### config.mk
export PLATFORM = sky130hd
export DESIGN_NAME = word_serializer_tx
export DESIGN_NICKNAME = d
export VERILOG_FILES = /design/src/rtl/serializer_pkg.sv /design/src/rtl/chunk_counter.sv /design/src/rtl/word_serializer_tx.sv
export SDC_FILE = /design/constraint.sdc
export NUM_CORES = 1
export LEC_CHECK = 0
export CAP_MARGIN = 20
export CORE_MARGIN = 3
export CORE_UTILIZATION = 55
export DETAILED_ROUTE_END_ITERATION = 12
export PLACE_DENSITY = 0.86
export SLEW_MARGIN = 20
export SYNTH_ARGS = -nofsm -noshare
export SYNTH_HDL_FRONTEND = slang
export SYNTH_SLANG_ARGS = --single-unit
export TNS_END_PERCENT = 100
### constraint.sdc
create_clock -name clk -period 2.5 [get_ports clk]
set_input_delay 0.25 -clock clk [delete_from_list [all_inputs] [get_ports clk]]
set_output_delay 0.25 -clock clk [all_outputs]
set_load 0.03 [all_outputs]
### src/rtl/serializer_pkg.sv
// Shared types and helpers for the word serializer: FSM state encoding and
// the ceiling-divide used to size the chunk count.
package serializer_pkg;

  typedef enum logic [1:0] {
    IDLE,
    SEND,
    DONE
  } state_e;

  function automatic int ceil_div(input int a, input int b);
    return (a + b - 1) / b;
  endfunction

endpackage

### src/rtl/chunk_counter.sv
// Up-counter with enable and synchronous clear that wraps at LIMIT-1 and flags
// its terminal count.
module chunk_counter #(
  parameter int LIMIT = 9,
  parameter int CW    = $clog2(LIMIT + 1)
) (
  input  logic clk,
  input  logic reset,
  input  logic clear_i,
  input  logic enable_i,
  output logic terminal_o
);

  localparam logic [CW-1:0] LAST = CW'(LIMIT - 1);

  logic [CW-1:0] count_q, count_d;

  // Wrapping on the final chunk keeps the count inside 0..LIMIT-1 at all times.
  always_comb begin
    count_d = count_q;
    if (clear_i) begin
      count_d = '0;
    end else if (enable_i) begin
      count_d = (count_q == LAST) ? '0 : count_q + CW'(1);
    end
  end

  always_ff @(posedge clk) begin
    if (reset) begin
      count_q <= '0;
    end else begin
      count_q <= count_d;
    end
  end

  assign terminal_o = (count_q == LAST);

endmodule

### src/rtl/word_serializer_tx.sv
// Sends a wide result word out LSB-chunk first over a valid/ready handshake,
// then pulses Done for one cycle before returning to IDLE.
module word_serializer_tx
  import serializer_pkg::*;
#(
  parameter int Word_Lenght = 65,
  parameter int Chunk_Width = 8
) (
  input  logic                   clk,
  input  logic                   reset,
  input  logic                   Start,
  input  logic                   Sync_Clear,
  input  logic [Word_Lenght-1:0] Data_Input,
  input  logic                   Chunk_Ready,
  output logic                   Chunk_Valid,
  output logic [Chunk_Width-1:0] Chunk_Output,
  output logic                   Last_Chunk,
  output logic                   Busy,
  output logic                   Done
);

  localparam int NUM_CHUNKS = ceil_div(Word_Lenght, Chunk_Width);
  localparam int SHREG_W    = NUM_CHUNKS * Chunk_Width;

  if (Chunk_Width > Word_Lenght || Chunk_Width < 1) begin : g_bad_width
    $error("word_serializer_tx: Chunk_Width must be in 1..Word_Lenght");
  end

  state_e               state_q, state_d;
  logic [SHREG_W-1:0]   shreg_q, shreg_d;
  logic                 capture;
  logic                 transfer;
  logic                 terminal;

  assign capture  = (state_q == IDLE) && Start && !Sync_Clear;
  assign transfer = (state_q == SEND) && Chunk_Ready;

  chunk_counter #(
    .LIMIT (NUM_CHUNKS)
  ) u_chunk_counter (
    .clk        (clk),
    .reset      (reset),
    .clear_i    (Sync_Clear || capture),
    .enable_i   (transfer && !Sync_Clear),
    .terminal_o (terminal)
  );

  // Sync_Clear overrides everything except reset, including an in-flight transfer.
  always_comb begin
    state_d = state_q;
    shreg_d = shreg_q;
    if (Sync_Clear) begin
      state_d = IDLE;
      shreg_d = '0;
    end else begin
      case (state_q)
        IDLE: begin
          if (Start) begin
            state_d = SEND;
            shreg_d = SHREG_W'(Data_Input);
          end
        end
        SEND: begin
          if (Chunk_Ready) begin
            shreg_d = shreg_q >> Chunk_Width;
            if (terminal) begin
              state_d = DONE;
            end
          end
        end
        DONE:    state_d = IDLE;
        default: state_d = IDLE;
      endcase
    end
  end

  always_ff @(posedge clk) begin
    if (reset) begin
      state_q <= IDLE;
      shreg_q <= '0;
    end else begin
      state_q <= state_d;
      shreg_q <= shreg_d;
    end
  end

  assign Chunk_Valid  = (state_q == SEND);
  assign Chunk_Output = (state_q == SEND) ? shreg_q[Chunk_Width-1:0] : '0;
  assign Last_Chunk   = (state_q == SEND) && terminal;
  assign Busy         = (state_q != IDLE);
  assign Done         = (state_q == DONE);

endmodule
### Word-level counts from Yosys, hierarchy flattened

Cells that the tools add are included.

* input bits: 70
* output and inout port bits: 12
* logic and storage cells: 33
* flip-flop bits (word level): 78

* eq/ne operators: 6
* add/subtract/negate cells: 1
* reductions and logical operators: 14
* multiplexer cells: 9

Operators by type and width (count)
* $mux 72: 2
* $pmux 72 s2: 1
* $mux 8: 1
* $mux 2: 3
* $reduce_and 3->1: 2
* $logic_and 1x1->1: 5
* $add 4x1->4 const B: 1
* $eq 4x4->1 const B: 1
* $mux 4: 1
* $ne 2x2->1 const B: 2
* $pmux 2 s2: 1
* $reduce_bool 2->1: 2
* $reduce_or 2->1: 2
* $eq 2x1->1 const B: 1
* $eq 2x2->1 const B: 1
* $logic_not 2->1: 1
* $ne 2x1->1 const B: 1
* $logic_not 1->1: 1
* $logic_or 1x1->1: 1

### Logic depth before layout (Yosys ltp)

Gate-level depths: netlist of run 1.

* depth in word-level cells: 5
* mapped depth: 6
* depth with buffers taken out: 5

### By module

A second synthesis of run 1 with hierarchy kept.

* cell total of the unflattened synthesis: 336
* area total of the unflattened synthesis: 3065.4 µm²

By module, submodules not included
* word_serializer_tx: times used 1, cells an instance 316, area each 2872.8 µm², seq. area each 1341.3 µm²
* chunk_counter: times used 1, cells an instance 20, area each 192.7 µm², seq. area each 80.1 µm²

### Worst setup path before layout of run 1

No wires, ideal clock.

* path kind: reg2out
* from: register state_q[0]
* to: output Chunk_Output[0]
* data required time: 2.250 ns
* path slack: 0.835 ns
* data arrival time: 1.415 ns
* path buffers: 3
* stages on the path, launching flop included: 7
* cells stage by stage: dfxtp_1 -> buf_6 -> nand2b_1 -> buf_2 -> buf_4 -> inv_1 -> and2_1

* word-level cells in the longest chain between the ends: 2

Ends and longest elaborated chain
* from (decl): RTL line word_serializer_tx.sv:29 `state_e state_q, state_d;`
* from (signal assigned): RTL line word_serializer_tx.sv:82 `state_q <= state_d;`
* $eq 2x1->1
* net Chunk_Valid: RTL line word_serializer_tx.sv:15 `output logic Chunk_Valid,`
* $mux 8: RTL line word_serializer_tx.sv:88 `assign Chunk_Output = (state_q == SEND) ? shreg_q[Chunk_Width-1:0] : '0;`
* to (decl): RTL line word_serializer_tx.sv:16 `output logic [Chunk_Width-1:0] Chunk_Output,`

The timed path passes the listed nets, and every way through them passes these cells.

### Worst setup path after layout of run 1

* from: register state_q[0]
* to: output Chunk_Output[0]

* word-level cells in the longest chain between the ends: 2

Ends and longest elaborated chain (RTL line)
* $eq 2x1->1: word_serializer_tx.sv:88
* $mux 8: word_serializer_tx.sv:88

No other way between the ends.

==> results of run 1 <==
==> how the worst min path moves through the flow <==
| stage | startpoint | endpoint | depth (start not counted) |
|---|---|---|---|
| global route | Data_Input[58] | shreg_q[58] | 3 |
| CTS | Data_Input[57] | shreg_q[57] | 3 |
| global placement | shreg_q[63] | shreg_q[63] | 2 |
| detailed placement | shreg_q[63] | shreg_q[63] | 2 |
| finish | Data_Input[57] | shreg_q[57] | 3 |
| floorplan | reset | state_q[1] | 1 |
==> logic make-up (layout without fill, tap and decap cells) <==
family / count (synthesis) / after routing / synth area share
AOI/OAI and AO/OA: 137 / 137 / 0.3265
adders and majority gates: 2 / 2 / 0.006704
buffers and inverters: 48 / 108 / 0.07073
DFF: 71 / 71 / 0.3808
muxes: 60 / 60 / 0.1623
and+or+nand+nor: 35 / 35 / 0.05297
==> registers in the layout (all words and copies together), names as in the netlist <==
| signal | cells |
|---|---|
| u_chunk_counter.count_q | 4 |
| state_q | 2 |
| shreg_q | 65 |
==> through the flow <==
step           hold WS (ns)  std cells  instance area, sq um
2_1_floorplan        0.3293        353                  3732
3_5_place_dp         0.4650        476                  4526
6_report             0.4631        490                  4708
5_1_grt              0.4561        490                  4708
4_1_cts              0.4471        490                  4708
3_3_place_gp         0.4577        476                  4526
==> power by group <==
| group | leakage (nW) | total (mW) | switching [mW] | internal (mW) |
|---|---|---|---|---|
| Combinational | 1.22 | 0.450 | 0.214 | 0.236 |
| Sequential | 0.580 | 1.21 | 0.0301 | 1.18 |
| Clock | 0.0946 | 0.845 | 0.386 | 0.459 |
| Total | 1.90 | 2.51 | 0.630 | 1.88 |
==> metal layers <==
metal	track usage	vias up	routed length [um]
met5	0	-	0
met4	0.07830	0	67
met3	0.05400	8	507
met2	0.3821	82	4228
met1	0.2717	1384	3669
li1	-	1466	-
==> cells in the mapped netlist, drive strengths merged (3+ instances only) <==
library cell,number
clkbuf,15
buf,27
nor2,4
dfxtp,71
inv,6
mux2i,59
nand2,10
a311oi,57
or2,3
a21oi,68
and2,8
o21ai,10
==> critical path: cells and delay by family (launching register included) <==
kind	cells	cell delay, ns
simple gates	2	0.26
flops	1	0.54
buf+inv	2	0.90
==> area by class of cell <==
cell class,instances,area [sq um],share of cell area
clock buffer,14,182.7,0.03880
sequential,71,1421,0.3019
multi-input combinational,234,2057,0.4369
timing repair buffer,88,925.9,0.1967
inverter,6,25.02,0.005315
tap,77,96.34,0.02046
==> flow_summary.json, run 1 <==
{
  "outcome": "completed",
  "hold_viol_final": 0,
  "grt_pass1_wl_um": 13570,
  "ys_seq_area_frac": 0.3808,
  "cts-root-buf": "clkbuf_8",
  "initial_utilization": 0.5779,
  "start_kind": "flip-flop",
  "grt_max_degree": 115,
  "critPathMaxStageDelay_ns": 0.67,
  "reg2reg_to": "shreg_q[17]",
  "period_share": 0.9148,
  "rsz0062_at_grt": "false",
  "dp_hpwl_um": 5750,
  "setup_ws_ns": 0.2129,
  "cts_sinks": 71,
  "dp_worst_setup_slack_ns": 0.4853,
  "synth.distinct_cells": 30,
  "syn_nets": 425,
  "clock_skew_ns": 0.005437,
  "grt_pass1_vias": 2806,
  "period_needed_ns": 2.287,
  "n_antenna_cell": 0,
  "worstMarginPinSlew_ns": 0.9482,
  "yosys_warnings": 0,
  "total_power_mw": 2.508,
  "synth_largest_area_cell": "dfxtp_1",
  "async_flop_share": 0,
  "io_buffers": 81,
  "cts.clk_slew.worst_paths_ns": 0.07,
  "ys_seq_elements": 71,
  "crit_start": "state_q[0]",
  "crit_chain": "nand2b_4 > inv_1 > and2_1 > clkdlybuf4s50_1",
  "cts_setup_buffers": 0,
  "route.detailed.drc": 0,
  "synthFlopType": "dfxtp_1",
  "antenna_left": 0,
  "worstSkewPairLatency_ns": 0.34,
  "h-tree-depth": 3,
  "drt_iter0_markers": 140,
  "drt-vias-per-instance": 6.000,
  "layout_common_cells": "clkdlybuf4s50_1, dfxtp_1, a21oi_1, mux2i_1, a311oi_2",
  "syn_area_per_cell_sq_um": 10.57,
  "hold_class": "in2reg",
  "cts_hold_buf": 0,
  "synth_top_cells_by_area": "dfxtp_1, a311oi_2, mux2i_1, a21oi_1, buf_4",
  "crit_slowest_cell": "clkdlybuf4s50_1",
  "ir_drop_mv": 0.2714,
  "die-height_um": 88.38,
  "criticalPathCategory": "reg2out",
  "synth_edf_count": 0,
  "areaGrowthSynthToFinish_pct": 26.15,
  "cts_buffers": 9,
  "antenna_found_initial": 0,
  "required_ns": 2.25,
  "rr_worst_depth": 4,
  "die_x_um": 88.38,
  "first_pass_iters": 4,
  "grt.total_usage": 0.2225,
  "reg2reg_setup_slack_ns": 0.52,
  "row_count": 29,
  "place_congestion": 0.7534,
  "drive_gt1_frac": 0.1913,
  "relSlewSlack": 0.3678,
  "p_leak_nw": 1.899,
  "drv_slew": 0,
  "io_pins": 82,
  "cts-resized-gates": 0,
  "fill_cells": 512,
  "vias": 2940,
  "setup-tns-final_ns": 0,
  "crit_arrival_ns": 2.04,
  "cap_violations": 0,
  "wire_per_inst_um": 17.29,
  "mostFrequentLayoutCell": "clkdlybuf4s50_1",
  "setup_violations": 0,
  "globalRoute.totalOverflow": 0,
  "synth_top_area_share": 0.3808,
  "crit_path_end": "Chunk_Output[0]",
  "endpoint_kind": "primary output",
  "core_area_sq_um": 6459,
  "nNetsFinal": 482,
  "dieArea_sq_um": 7810,
  "syn-cell-area_sq_um": 3732,
  "netlist_instances": 353,
  "cts_tree": "built",
  "wl_um": 8473,
  "cp_max_fo": 9,
  "final_util": 0.7290,
  "p_per_area_nw_per_um2": 532.6,
  "max_freq_mhz": 437.2,
  "regToRegStartpoint": "state_q[0]",
  "cts_buffer_depth": 2
}
Note: power is estimated with default switching activity, not from simulation.
==> run 2: changes to the inputs <==
- CTS_BUF_LIST: not set -> sky130_fd_sc_hd__clkbuf_8 sky130_fd_sc_hd__clkbuf_16
- CTS_CLUSTER_DIAMETER: not set -> 80
==> flow_summary.json, run 2 (synthesized netlist as in run 1, its figures left out) <==
{
  "outcome": "completed",
  "power_frac_clock": 0.336,
  "cp_max_fo": 9,
  "dr_wl_met3_um": 504,
  "wl_um": 8508,
  "top_regs": "shreg_q x65, u_chunk_counter.count_q x4, state_q x2",
  "core_area_sq_um": 6459,
  "fill_cells": 512,
  "start_kind": "flip-flop",
  "layout_common_cells": "clkdlybuf4s50_1, dfxtp_1, a21oi_1, mux2i_1, a311oi_2",
  "hold_viol_final": 0,
  "worstSkewPairLatency_ns": 0.34,
  "cts-root-buf": "clkbuf_8",
  "setup-tns-final_ns": 0,
  "worstMarginPinSlew_ns": 0.9602,
  "areaGrowthSynthToFinish_pct": 26.15,
  "top_register": "shreg_q",
  "place_inst": 476,
  "cts-resized-gates": 0,
  "p_per_area_nw_per_um2": 532.5,
  "topRoutingLayerUsed": "met4",
  "drt_iter0_markers": 138,
  "clock_skew_ns": 0.005524,
  "period_share": 0.9164,
  "seq_power_share": 0.484,
  "met2_length_um": 4273,
  "dp_hpwl_um": 5750,
  "cts_buffer_depth": 2,
  "cap_violations": 0,
  "io_pins": 82,
  "grt.total_usage": 0.2225,
  "grt_pass1_wl_um": 13570,
  "drv_slew": 0,
  "cts_hold_buf": 0,
  "cts_tree": "built",
  "io_buffers": 81,
  "required_ns": 2.25,
  "initial_utilization": 0.5779,
  "criticalPathCategory": "reg2out",
  "hold_class": "in2reg",
  "switching_power_mw": 0.6339,
  "rsz0062_at_grt": "false",
  "endpoint_kind": "primary output",
  "ff_latch_area_sq_um": 1421,
  "die-height_um": 88.38,
  "grt_max_degree": 115,
  "drt-vias-per-instance": 5.994,
  "grt_pass1_vias": 2806,
  "globalRoute.totalOverflow": 0,
  "place_congestion": 0.7534,
  "ir_drop_mv": 0.2712,
  "relSlewSlack": 0.3599,
  "wire_per_inst_um": 17.36,
  "antenna_found_initial": 0,
  "cts_setup_buffers": 0,
  "vias": 2937,
  "dieArea_sq_um": 7810,
  "mostFrequentLayoutCell": "clkdlybuf4s50_1",
  "route.detailed.drc": 0,
  "drive_gt1_frac": 0.1913,
  "period_needed_ns": 2.291,
  "antenna_left": 0,
  "row_count": 29,
  "largest_reg_flops": 65,
  "cts_sinks": 71,
  "internal_power_mw": 1.873,
  "h-tree-depth": 3,
  "cts.clk_slew.worst_paths_ns": 0.07,
  "max_freq_mhz": 436.5,
  "setup_violations": 0,
  "first_pass_iters": 4,
  "multi_input_area_sq_um": 2057,
  "p_leak_nw": 1.904,
  "total_power_mw": 2.507,
  "nNetsFinal": 482,
  "fin_hold_ws_ns": 0.4603,
  "route.layer.met1.wl_um": 3658,
  "power.share.switching": 0.2528,
  "crit_arrival_ns": 2.04,
  "n_antenna_cell": 0,
  "die_x_um": 88.38,
  "p_comb_frac": 0.180,
  "cts_buffers": 9,
  "instances_no_fill": 490
}
run 2: cell types whose count changed in the layout (fill, tap and decap cells not counted):
cell,delta
clkbuf_1,-1
inv_1,+1
run 2: critical path, cell delays in order, from the launching register on:
cell and delay (ns):
dfxtp_1 0.54, nand2b_4 0.09, inv_1 0.23, and2_1 0.17
clkdlybuf4s50_1 0.67
run 2: path summary, 6_finish.rpt:
check	slack, ns	depth (start not counted)	startpoint	to
setup / recovery	0.21	4	state_q[0]	Chunk_Output[0]
hold / removal	0.46	3	Data_Input[57]	shreg_q[57]
setup reg to reg	0.51	4	state_q[0]	shreg_q[17]
hold reg to reg	0.47	2	shreg_q[63]	shreg_q[63]
run 2: stage by stage:
step	util	worst slack [ns]	area, sq um
global route	0.7290	0.1053	4708
finish	0.7290	0.2090	4708
floorplan	-	0.8349	3732
detailed placement	0.7007	0.4853	4526
global placement	0.7007	0.5778	4526
CTS	0.7290	0.1733	4708
run 2: area by class of cell:
type / count / area share
clock buffer: 13 / 0.03800
clock inverter: 1 / 0.0007972
inverter: 6 / 0.005315
multi-input combinational: 234 / 0.4369
sequential: 71 / 0.3019
tap: 77 / 0.02046
timing repair buffer: 88 / 0.1967
run 2: power by group through the flow:
stage / clock network [mW] / registers [mW] / logic (mW)
after global placement: 0 / 1.23 / 0.439
final: 0.844 / 1.21 / 0.451
after CTS: 0.860 / 1.21 / 0.453
after global routing: 0.913 / 1.22 / 0.487
after floorplan: 0 / 1.23 / 0.296
after detailed placement: 0 / 1.24 / 0.451
run 2: routing by layer:
metal | up-vias | global-route usage
met5 | - | 0
met4 | 0 | 0.07830
met3 | 9 | 0.05400
met2 | 78 | 0.3821
met1 | 1388 | 0.2717
li1 | 1462 | -
